===== src/rtl/vp_temporal_mac_array.sv =====
// Temporal MAC array: per-lane signed accumulators fed from an AXI-Stream slave,
// requantised to int8 with a shared scale/shift and streamed out in lane order.
module vp_temporal_mac_array #(
  parameter int AXIS_DW = 32,
  parameter int LANES   = 4,
  parameter int ACC_W   = 32
) (
  input  logic               CLK,
  input  logic               RESET,
  output logic               SD_AXIS_TREADY,
  input  logic [AXIS_DW-1:0] SD_AXIS_TDATA,
  input  logic               SD_AXIS_TLAST,
  input  logic               SD_AXIS_TUSER,
  input  logic               SD_AXIS_TVALID,
  input  logic [7:0]         SD_AXIS_TID,
  output logic               MO_AXIS_TVALID,
  output logic [AXIS_DW-1:0] MO_AXIS_TDATA,
  output logic               MO_AXIS_TLAST,
  input  logic               MO_AXIS_TREADY,
  output logic [7:0]         MO_AXIS_TID,
  output logic               ERR
);

  localparam int LW  = (LANES > 1) ? $clog2(LANES) : 1;
  localparam int PSW = 17;
  localparam int PW  = ACC_W + 18;

  typedef enum logic [2:0] {IDLE, CFG_SCALE, ACCUM, DRAIN, REQUANT, WR_OUT} state_t;

  state_t                    r_state;
  logic [1:0]                r_mode;
  logic [4:0]                r_shift;
  logic signed [15:0]        r_scale;
  logic                      r_err;
  logic signed [ACC_W-1:0]   r_acc [LANES];
  logic signed [7:0]         r_obuf [LANES];
  logic                      r_pValid;
  logic [LW-1:0]             r_pLane;
  logic signed [PSW-1:0]     r_pSum;
  logic                      r_drainCnt;
  logic [LW-1:0]             r_rqLane;
  logic [LW-1:0]             r_oLane;
  logic                      r_oValid;
  logic [AXIS_DW-1:0]        r_oData;
  logic                      r_oLast;
  logic [7:0]                r_oTid;

  logic                      w_sHs;
  logic                      w_laneOk;
  logic                      w_isData;
  logic                      w_dataOk;
  logic                      w_unused;
  logic [7:0]                w_act;
  logic [7:0]                w_wt;
  logic signed [PSW-1:0]     w_ea;
  logic signed [PSW-1:0]     w_eb;
  logic signed [PSW-1:0]     w_psum;
  logic signed [PW-1:0]      w_prod;
  logic signed [PW-1:0]      w_rnd;
  logic signed [PW-1:0]      w_shifted;
  logic signed [7:0]         w_sat;

  assign SD_AXIS_TREADY = !RESET && (r_state == IDLE || r_state == CFG_SCALE || r_state == ACCUM);
  assign w_sHs    = SD_AXIS_TVALID && SD_AXIS_TREADY;
  assign w_laneOk = (32'(SD_AXIS_TID) < LANES);
  assign w_isData = w_sHs && !SD_AXIS_TUSER && (r_state == IDLE || r_state == ACCUM);
  assign w_dataOk = w_isData && w_laneOk;
  assign w_unused = ^SD_AXIS_TDATA;

  assign MO_AXIS_TVALID = r_oValid;
  assign MO_AXIS_TDATA  = r_oData;
  assign MO_AXIS_TLAST  = r_oLast;
  assign MO_AXIS_TID    = r_oTid;
  assign ERR            = r_err;

  // Sub-word dot product; mode 3 falls back to a single 8b pair.
  always_comb begin
    w_act  = SD_AXIS_TDATA[15:8];
    w_wt   = SD_AXIS_TDATA[7:0];
    w_ea   = '0;
    w_eb   = '0;
    w_psum = '0;
    case (r_mode)
      2'd1: begin
        for (int i = 0; i < 2; i++) begin
          w_ea   = PSW'($signed(w_act[4*i +: 4]));
          w_eb   = PSW'($signed(w_wt[4*i +: 4]));
          w_psum = w_psum + w_ea * w_eb;
        end
      end
      2'd2: begin
        for (int i = 0; i < 4; i++) begin
          w_ea   = PSW'($signed(w_act[2*i +: 2]));
          w_eb   = PSW'($signed(w_wt[2*i +: 2]));
          w_psum = w_psum + w_ea * w_eb;
        end
      end
      default: begin
        w_ea   = PSW'($signed(w_act));
        w_eb   = PSW'($signed(w_wt));
        w_psum = w_ea * w_eb;
      end
    endcase
  end

  // Round-half-up requantisation of the lane currently selected by r_rqLane.
  always_comb begin
    w_prod    = PW'(r_acc[r_rqLane]) * PW'(r_scale);
    w_rnd     = (r_shift != 5'd0) ? (PW'(1) << (r_shift - 5'd1)) : '0;
    w_shifted = (w_prod + w_rnd) >>> r_shift;
    if (w_shifted > PW'(127))       w_sat = 8'h7F;
    else if (w_shifted < -PW'(128)) w_sat = 8'h80;
    else                            w_sat = w_shifted[7:0];
  end

  always_ff @(posedge CLK) begin
    if (RESET) begin
      r_state    <= IDLE;
      r_mode     <= 2'd0;
      r_shift    <= 5'd0;
      r_scale    <= 16'sd1;
      r_err      <= 1'b0;
      r_pValid   <= 1'b0;
      r_pLane    <= '0;
      r_pSum     <= '0;
      r_drainCnt <= 1'b0;
      r_rqLane   <= '0;
      r_oLane    <= '0;
      r_oValid   <= 1'b0;
      r_oData    <= '0;
      r_oLast    <= 1'b0;
      r_oTid     <= 8'd0;
      for (int i = 0; i < LANES; i++) begin
        r_acc[i]  <= '0;
        r_obuf[i] <= '0;
      end
    end else begin
      r_pValid <= w_dataOk;
      if (w_dataOk) begin
        r_pLane <= SD_AXIS_TID[LW-1:0];
        r_pSum  <= w_psum;
      end
      if (r_pValid) r_acc[r_pLane] <= r_acc[r_pLane] + ACC_W'(r_pSum);
      if (w_isData && (!w_laneOk || r_mode == 2'd3)) r_err <= 1'b1;

      case (r_state)
        IDLE: begin
          if (w_sHs) begin
            if (SD_AXIS_TUSER) begin
              r_mode  <= SD_AXIS_TDATA[1:0];
              r_shift <= SD_AXIS_TDATA[12:8];
              r_err   <= 1'b0;
              r_state <= CFG_SCALE;
            end else begin
              r_state <= SD_AXIS_TLAST ? DRAIN : ACCUM;
            end
          end
        end
        CFG_SCALE: begin
          if (w_sHs) begin
            r_scale <= SD_AXIS_TDATA[15:0];
            r_state <= SD_AXIS_TLAST ? DRAIN : ACCUM;
          end
        end
        ACCUM: begin
          if (w_sHs) begin
            if (SD_AXIS_TUSER) r_err <= 1'b1;
            if (SD_AXIS_TLAST) r_state <= DRAIN;
          end
        end
        DRAIN: begin
          r_drainCnt <= !r_drainCnt;
          if (r_drainCnt) begin
            r_rqLane <= '0;
            r_state  <= REQUANT;
          end
        end
        REQUANT: begin
          r_obuf[r_rqLane] <= w_sat;
          if (r_rqLane == LW'(LANES - 1)) begin
            r_rqLane <= '0;
            r_oLane  <= '0;
            r_state  <= WR_OUT;
          end else begin
            r_rqLane <= r_rqLane + LW'(1);
          end
        end
        WR_OUT: begin
          // One bubble cycle on entry, then each handshake loads the next lane.
          if (!r_oValid || MO_AXIS_TREADY) begin
            if (r_oValid && r_oLast) begin
              r_oValid <= 1'b0;
              r_oLast  <= 1'b0;
              r_oLane  <= '0;
              r_state  <= IDLE;
              for (int i = 0; i < LANES; i++) r_acc[i] <= '0;
            end else begin
              r_oValid <= 1'b1;
              r_oData  <= AXIS_DW'(r_obuf[r_oLane]);
              r_oTid   <= 8'(r_oLane);
              r_oLast  <= (r_oLane == LW'(LANES - 1));
              r_oLane  <= r_oLane + LW'(1);
            end
          end
        end
        default: r_state <= IDLE;
      endcase
    end
  end

endmodule

===== config.mk =====
export PLATFORM = sky130hd
export DESIGN_NAME = vp_temporal_mac_array
export DESIGN_NICKNAME = d
export VERILOG_FILES = /design/src/rtl/vp_temporal_mac_array.sv
export SDC_FILE = /design/constraint.sdc
export NUM_CORES = 2
export LEC_CHECK = 0
export BUFFER_PORTS_ARGS = -buffer_cell sky130_fd_sc_hd__buf_2
export CORE_UTILIZATION = 39
export DETAILED_ROUTE_END_ITERATION = 8
export PLACE_DENSITY_LB_ADDON = 0.3
export SLEW_MARGIN = 20
export SYNTH_ARGS = -nofsm -noshare
export SYNTH_HDL_FRONTEND = slang
export SYNTH_SLANG_ARGS = --single-unit

===== constraint.sdc =====
create_clock -name CLK -period 29 [get_ports CLK]
set_input_delay 1.45 -clock CLK [delete_from_list [all_inputs] [get_ports CLK]]
set_output_delay 1.45 -clock CLK [all_outputs]
set_load 0.005 [all_outputs]

[Word level (Yosys, flattened, before mapping)]
Memory sizes are Yosys's and may differ from the RTL's. A register that Yosys moved wholly into a read port is not among the register bits.
Index checks and enable logic that the tools add are counted.
Cells by class
  add/subtract/negate cells: 9
  multiply operators: 8
  magnitude comparators: 3
  equality and inequality tests: 22
  shifts and indexed selects: 2
  multiplexer cells: 57
  bitwise logic cells: 17
  reductions and logical operators: 30
Operator list (number)
  32-bit two-way mux: 5
  48-bit by 50-bit adder with 50-bit output: 1
  50-bit by 8-bit > comparator with 1-bit output, second input constant: 1
  50-bit by 8-bit < comparator with 1-bit output, second input constant: 1
  50-bit two-way mux: 1
  1-bit by 5-bit left shift with 50-bit output, first input constant: 1
  50-bit by 5-bit >>> shifter with 50-bit output: 1
  32-bit by 16-bit multiplier with 48-bit output: 1
  17-bit one-hot mux with 2 select lines: 1
  32-bit by 17-bit adder with 32-bit output: 1
  32-bit OR reduction: 1
  2-bit two-way mux: 12
  3-bit two-way mux: 8
  8-bit two-way mux: 3
  1-bit two-way mux: 23
  3-bit one-hot mux with 6 select lines: 1
  2-bit == test, second input constant: 8
  2-bit by 2-bit multiplier with 4-bit output: 4
  4-bit by 4-bit multiplier with 8-bit output: 2
  8-bit by 8-bit multiplier with 16-bit output: 1
  2-bit != test, second input constant: 8
  8-bit by 8-bit adder with 9-bit output: 1
  3-bit AND reduction: 3
  1-bit AND: 8
  other kinds (23): 51
Storage, ports and cells
  register bits: 56
  RAM bits: 160
  output and inout bits: 44
  logic and storage cells: 164
  memories kept: 2
Memory list
  r_acc: words 4, width 32, read ports 2, clocked after Yosys merged registers in 2, write ports 4, RTL line 35  | logic signed [ACC_W-1:0] r_acc [LANES];
  r_obuf: words 4, width 8, read ports 1, clocked after Yosys merged registers in 1, write ports 4, RTL line 36  | logic signed [7:0] r_obuf [LANES];

[Logic depth before layout (Yosys ltp)]
  word-level depth: 14
  depth in mapped cells: 36

[Least setup slack after synthesis]
No wires, ideal clock.
  path type: register to register
  start point: reg with a tool-made name
  end point: mem r_obuf[2][1], data pin
  data arrival time: 9921 ps
  required time: 28841 ps
  path slack: 18920 ps
  cell stages (with the launch flop): 33
  buffers on the path: 6
  path through: dfxtp_1 > clkbuf_1 > buf_1 > buf_1 > mux4_2 > clkbuf_1 > and2_1 > fa_1 > inv_1 > fa_1 > fa_1 > fa_1 > fa_1 > inv_1 > fa_1 > ha_1 > buf_2 > nand2_2 > o21ai_2 > o21ai_0 > and2_4 > a211o_1 > a2111oi_4 > a211oi_2 > nand3_2 > o21ai_2 > o32ai_2 > a21oi_1 > or4_1 > or4b_4 > o31a_1 > buf_6 > nor3_1
RTL lines (RTL line)
  end: declaration: 36

==> flow_metrics.tcl <==
set metrics [dict create \
    outcome "complete, no violations" \
    power_density_mw_per_mm2 32.8 \
    yosys.cell_types.count 122 \
    grt_overflow_total 0 \
    drt_pre_antenna_iters 6 \
    drv_slew 0 \
    combPwrFrac_pct 51.1 \
    clk_pin_slew_worst_paths_ns 0.06 \
    clock_latency_ns 0.59 \
    area_delta_synth_final_pct 4.72 \
    leakagePower_nw 17.4 \
    io_buffers 67 \
    cp-start-kind "register" \
    period_share_pct 39.3 \
    maxCapViolations 0 \
    ys.flop_type "edfxtp_1" \
    final_util_pct 41.5 \
    synth_area_leaders "fa_1 (31%), edfxtp_1 (12%), ha_1 (6.6%), inv_1 (5.9%), and2_1 (5.8%)" \
    fill_cells 10400 \
    die_area_mm2 0.107 \
    yosys_warnings 0 \
    cts_buffer_depth 3 \
    drive_above_1_share_pct 7.66 \
    rsz0062_at_grt "no" \
    tns_ns 0 \
    antenna_cells 0 \
    cp.arrival_ns 11.80 \
    ys_seq_area_share_pct 14.9 \
    netlist_instances 4528 \
    async_flop_share_pct 0 \
    syn_area_per_cell_um2 9.10 \
    rows 118 \
    grt_pass1_vias 33100 \
    synth_seq_cells 227 \
    finalWirelength_um 117000 \
    power_frac_clock_pct 23.5 \
    p_sw_share_pct 42.3 \
    detail-route-antenna-nets 0 \
    die-width_um 327 \
    grt_max_degree 70 \
    relSlewSlack_pct 26.5 \
    cts_setup_buffers 0 \
    cp_max_fo 32 \
    worst_pin_slew_ns 1.09 \
    cts.sinks 227 \
    switchingPower_w 0.000599 \
    setup_viol 0 \
    cts_hold_buf 0 \
    cts-buffers-inserted 26 \
    core-area_mm2 0.104 \
    synth_edf_count 160 \
    clockRootBuffer "clkbuf_16" \
    clock.fmax_ghz 0.0878 \
    hold_viol 0 \
    die_h_um 327 \
    dp_hpwl_um 90000 \
    viasPerCell 5.58 \
    yosysTopAreaCell "fa_1" \
    grt_antenna_before_repair 0 \
    min_path_type "reg -> reg" \
    cts.repair.resized 0 \
    syn-cell-area_mm2 0.0412 \
    drt_iter0_markers 2422 \
    cts_tree "done" \
    holdWs_ns 0.453 \
    wl_per_cell_um 20.3 \
    pin_count 90 \
    setup.worst_path.end_class "register" \
    critPathKind "reg -> reg" \
    initial_core_util_pct 39.6 \
    grt_usage_pct 22.2 \
    synth.top_cell.area_share_pct 30.6 \
    layout_min_cycle_time_ns 11.39 \
    r2r_slack_ns 17.61 \
    vias 32300 \
    multi_input_area_mm2 0.0313 \
    htreeDepth 1 \
    p_int_w 0.000816 \
    ff2ff_path_depth 27 \
    remaining_drc_errors 0 \
    crit_path_end "r_obuf[2][1]" \
    grt_pass1_wl_um 188000 \
    nets 5283 \
    regArea_mm2 0.00616 \
    fin_skew_ns 0.0182 \
    p_seq_share_pct 25.5 \
    cp.required_ns 29.40 \
    gp_congestion 0.961 \
    ir_drop_mv 0.0682 \
    reg2reg_to "r_obuf[2][1]" \
]
[power groups by stage]
stage,registers [W],clock network [W],logic (W)
after floorplan,0.000364,0,0.000549
after global placement,0.000367,0,0.000708
after detailed placement,0.000367,0,0.000714
after CTS,0.000360,0.000339,0.000719
after global routing,0.000361,0.000348,0.000808
final,0.000360,0.000332,0.000723
[cell families after synthesis]
family | share of synthesized area (%)
xor gates and xnor gates | 2.08
DFF | 14.9
AOI/OAI and AO/OA | 12.4
buffers and inverters | 9.30
and+or+nand+nor | 18.8
muxes | 5.34
other | 0.00910
adders and majority gates | 37.2
[metrics by stage]
step,area [um2],worst slack [ns],instances,power [W]
after floorplan,41200,18.92,4534,0.000913
after global placement,42300,17.77,5742,0.00107
after detailed placement,42300,17.74,5742,0.00108
after CTS,43200,17.70,5790,0.00142
after global routing,43200,17.08,5790,0.00152
final,43200,17.61,5790,0.00142
[critical path, cell delays in order, from the launching register on]
cell,delay (ns)
dfxtp_2,0.31
buf_4,0.56
mux4_2,0.83
and2_1,0.28
fa_1,0.53
inv_1,0.06
fa_1,0.56
fa_1,0.45
fa_1,0.55
fa_1,0.55
inv_1,0.05
fa_1,0.47
ha_1,0.76
nand4_1,0.32
o211ai_1,0.21
a21oi_1,0.19
or2_1,0.33
o2bb2ai_1,0.25
nor3_1,0.49
nor2_1,0.14
xnor2_1,0.51
a2111oi_0,0.32
o32ai_2,0.28
a21oi_1,0.12
or4_1,0.55
or4b_4,0.60
o31a_1,0.58
nor3_1,0.30
[state kept, by name (all words and copies together) (netlist names), named ones only]
name	cells
r_pValid	1
r_rqLane	2
MO_AXIS_TLAST	1
MO_AXIS_TDATA	8
r_pLane	2
r_obuf	32
r_acc	128
r_pSum	16
MO_AXIS_TID	2
r_mode	2
r_state	3
MO_AXIS_TVALID	1
r_scale	16
r_shift	5
r_drainCnt	1
ERR	1
r_oLane	2
[metal layers]
layer | GRT usage, % | part of all wire (%)
met1 | 30.6 | 43
met2 | 37.8 | 48
met3 | 1.83 | 6.0
met4 | 5.59 | 2.6
met5 | 0 | 0
[how the worst min path moves through the flow]
stage                           startpoint          endpoint  slack [ns]  cells after the start
after detailed placement  MO_AXIS_TDATA[1]  MO_AXIS_TDATA[1]        0.44                      2
after global routing           r_scale[14]       r_scale[14]        0.47                      2
final                     MO_AXIS_TDATA[3]  MO_AXIS_TDATA[3]        0.45                      2
after CTS                 MO_AXIS_TDATA[1]  MO_AXIS_TDATA[1]        0.45                      2
after floorplan                  r_pSum[2]         r_pSum[2]        0.44                      2
after global placement          r_scale[9]        r_scale[9]        0.44                      2
[cells in the mapped netlist, types with 27 or more instances]
| library cell | n |
|---|---|
| buf_4 | 35 |
| a21o_1 | 58 |
| nand2b_1 | 35 |
| a31oi_1 | 32 |
| nand3_1 | 70 |
| nor3_1 | 108 |
| and2_1 | 379 |
| a21oi_1 | 214 |
| nor2b_1 | 28 |
| ha_1 | 216 |
| mux4_2 | 81 |
| clkbuf_1 | 197 |
| xor2_1 | 37 |
| o21a_1 | 27 |
| o21ai_0 | 100 |
| a211oi_1 | 39 |
| xnor2_1 | 57 |
| dfxtp_1 | 67 |
| nor2_1 | 345 |
| nand4_1 | 42 |
| mux2i_1 | 27 |
| inv_1 | 645 |
| edfxtp_1 | 160 |
| fa_1 | 631 |
| nand2_1 | 447 |
[cell type report]
cell class / count / share of cell area [%]
multi-input cells: 3371 / 72.5
flip-flops and latches: 227 / 14.3
inverters: 645 / 5.61
well taps: 1380 / 4.00
repair buffers: 119 / 1.68
clock buffers: 31 / 1.60
clock inverters: 17 / 0.383
[layout by cell type, fill, tap and decap left out, types with 70 or more instances in the layout]
master    count
a21oi_1     214
ha_1        216
mux4_2       81
nand2_1     445
and2_1      379
o21ai_0     100
nor3_1      107
nand3_1      70
inv_1       645
fa_1        631
nor2_1      345
edfxtp_1    160
Power figures use the tool's default switching activity.
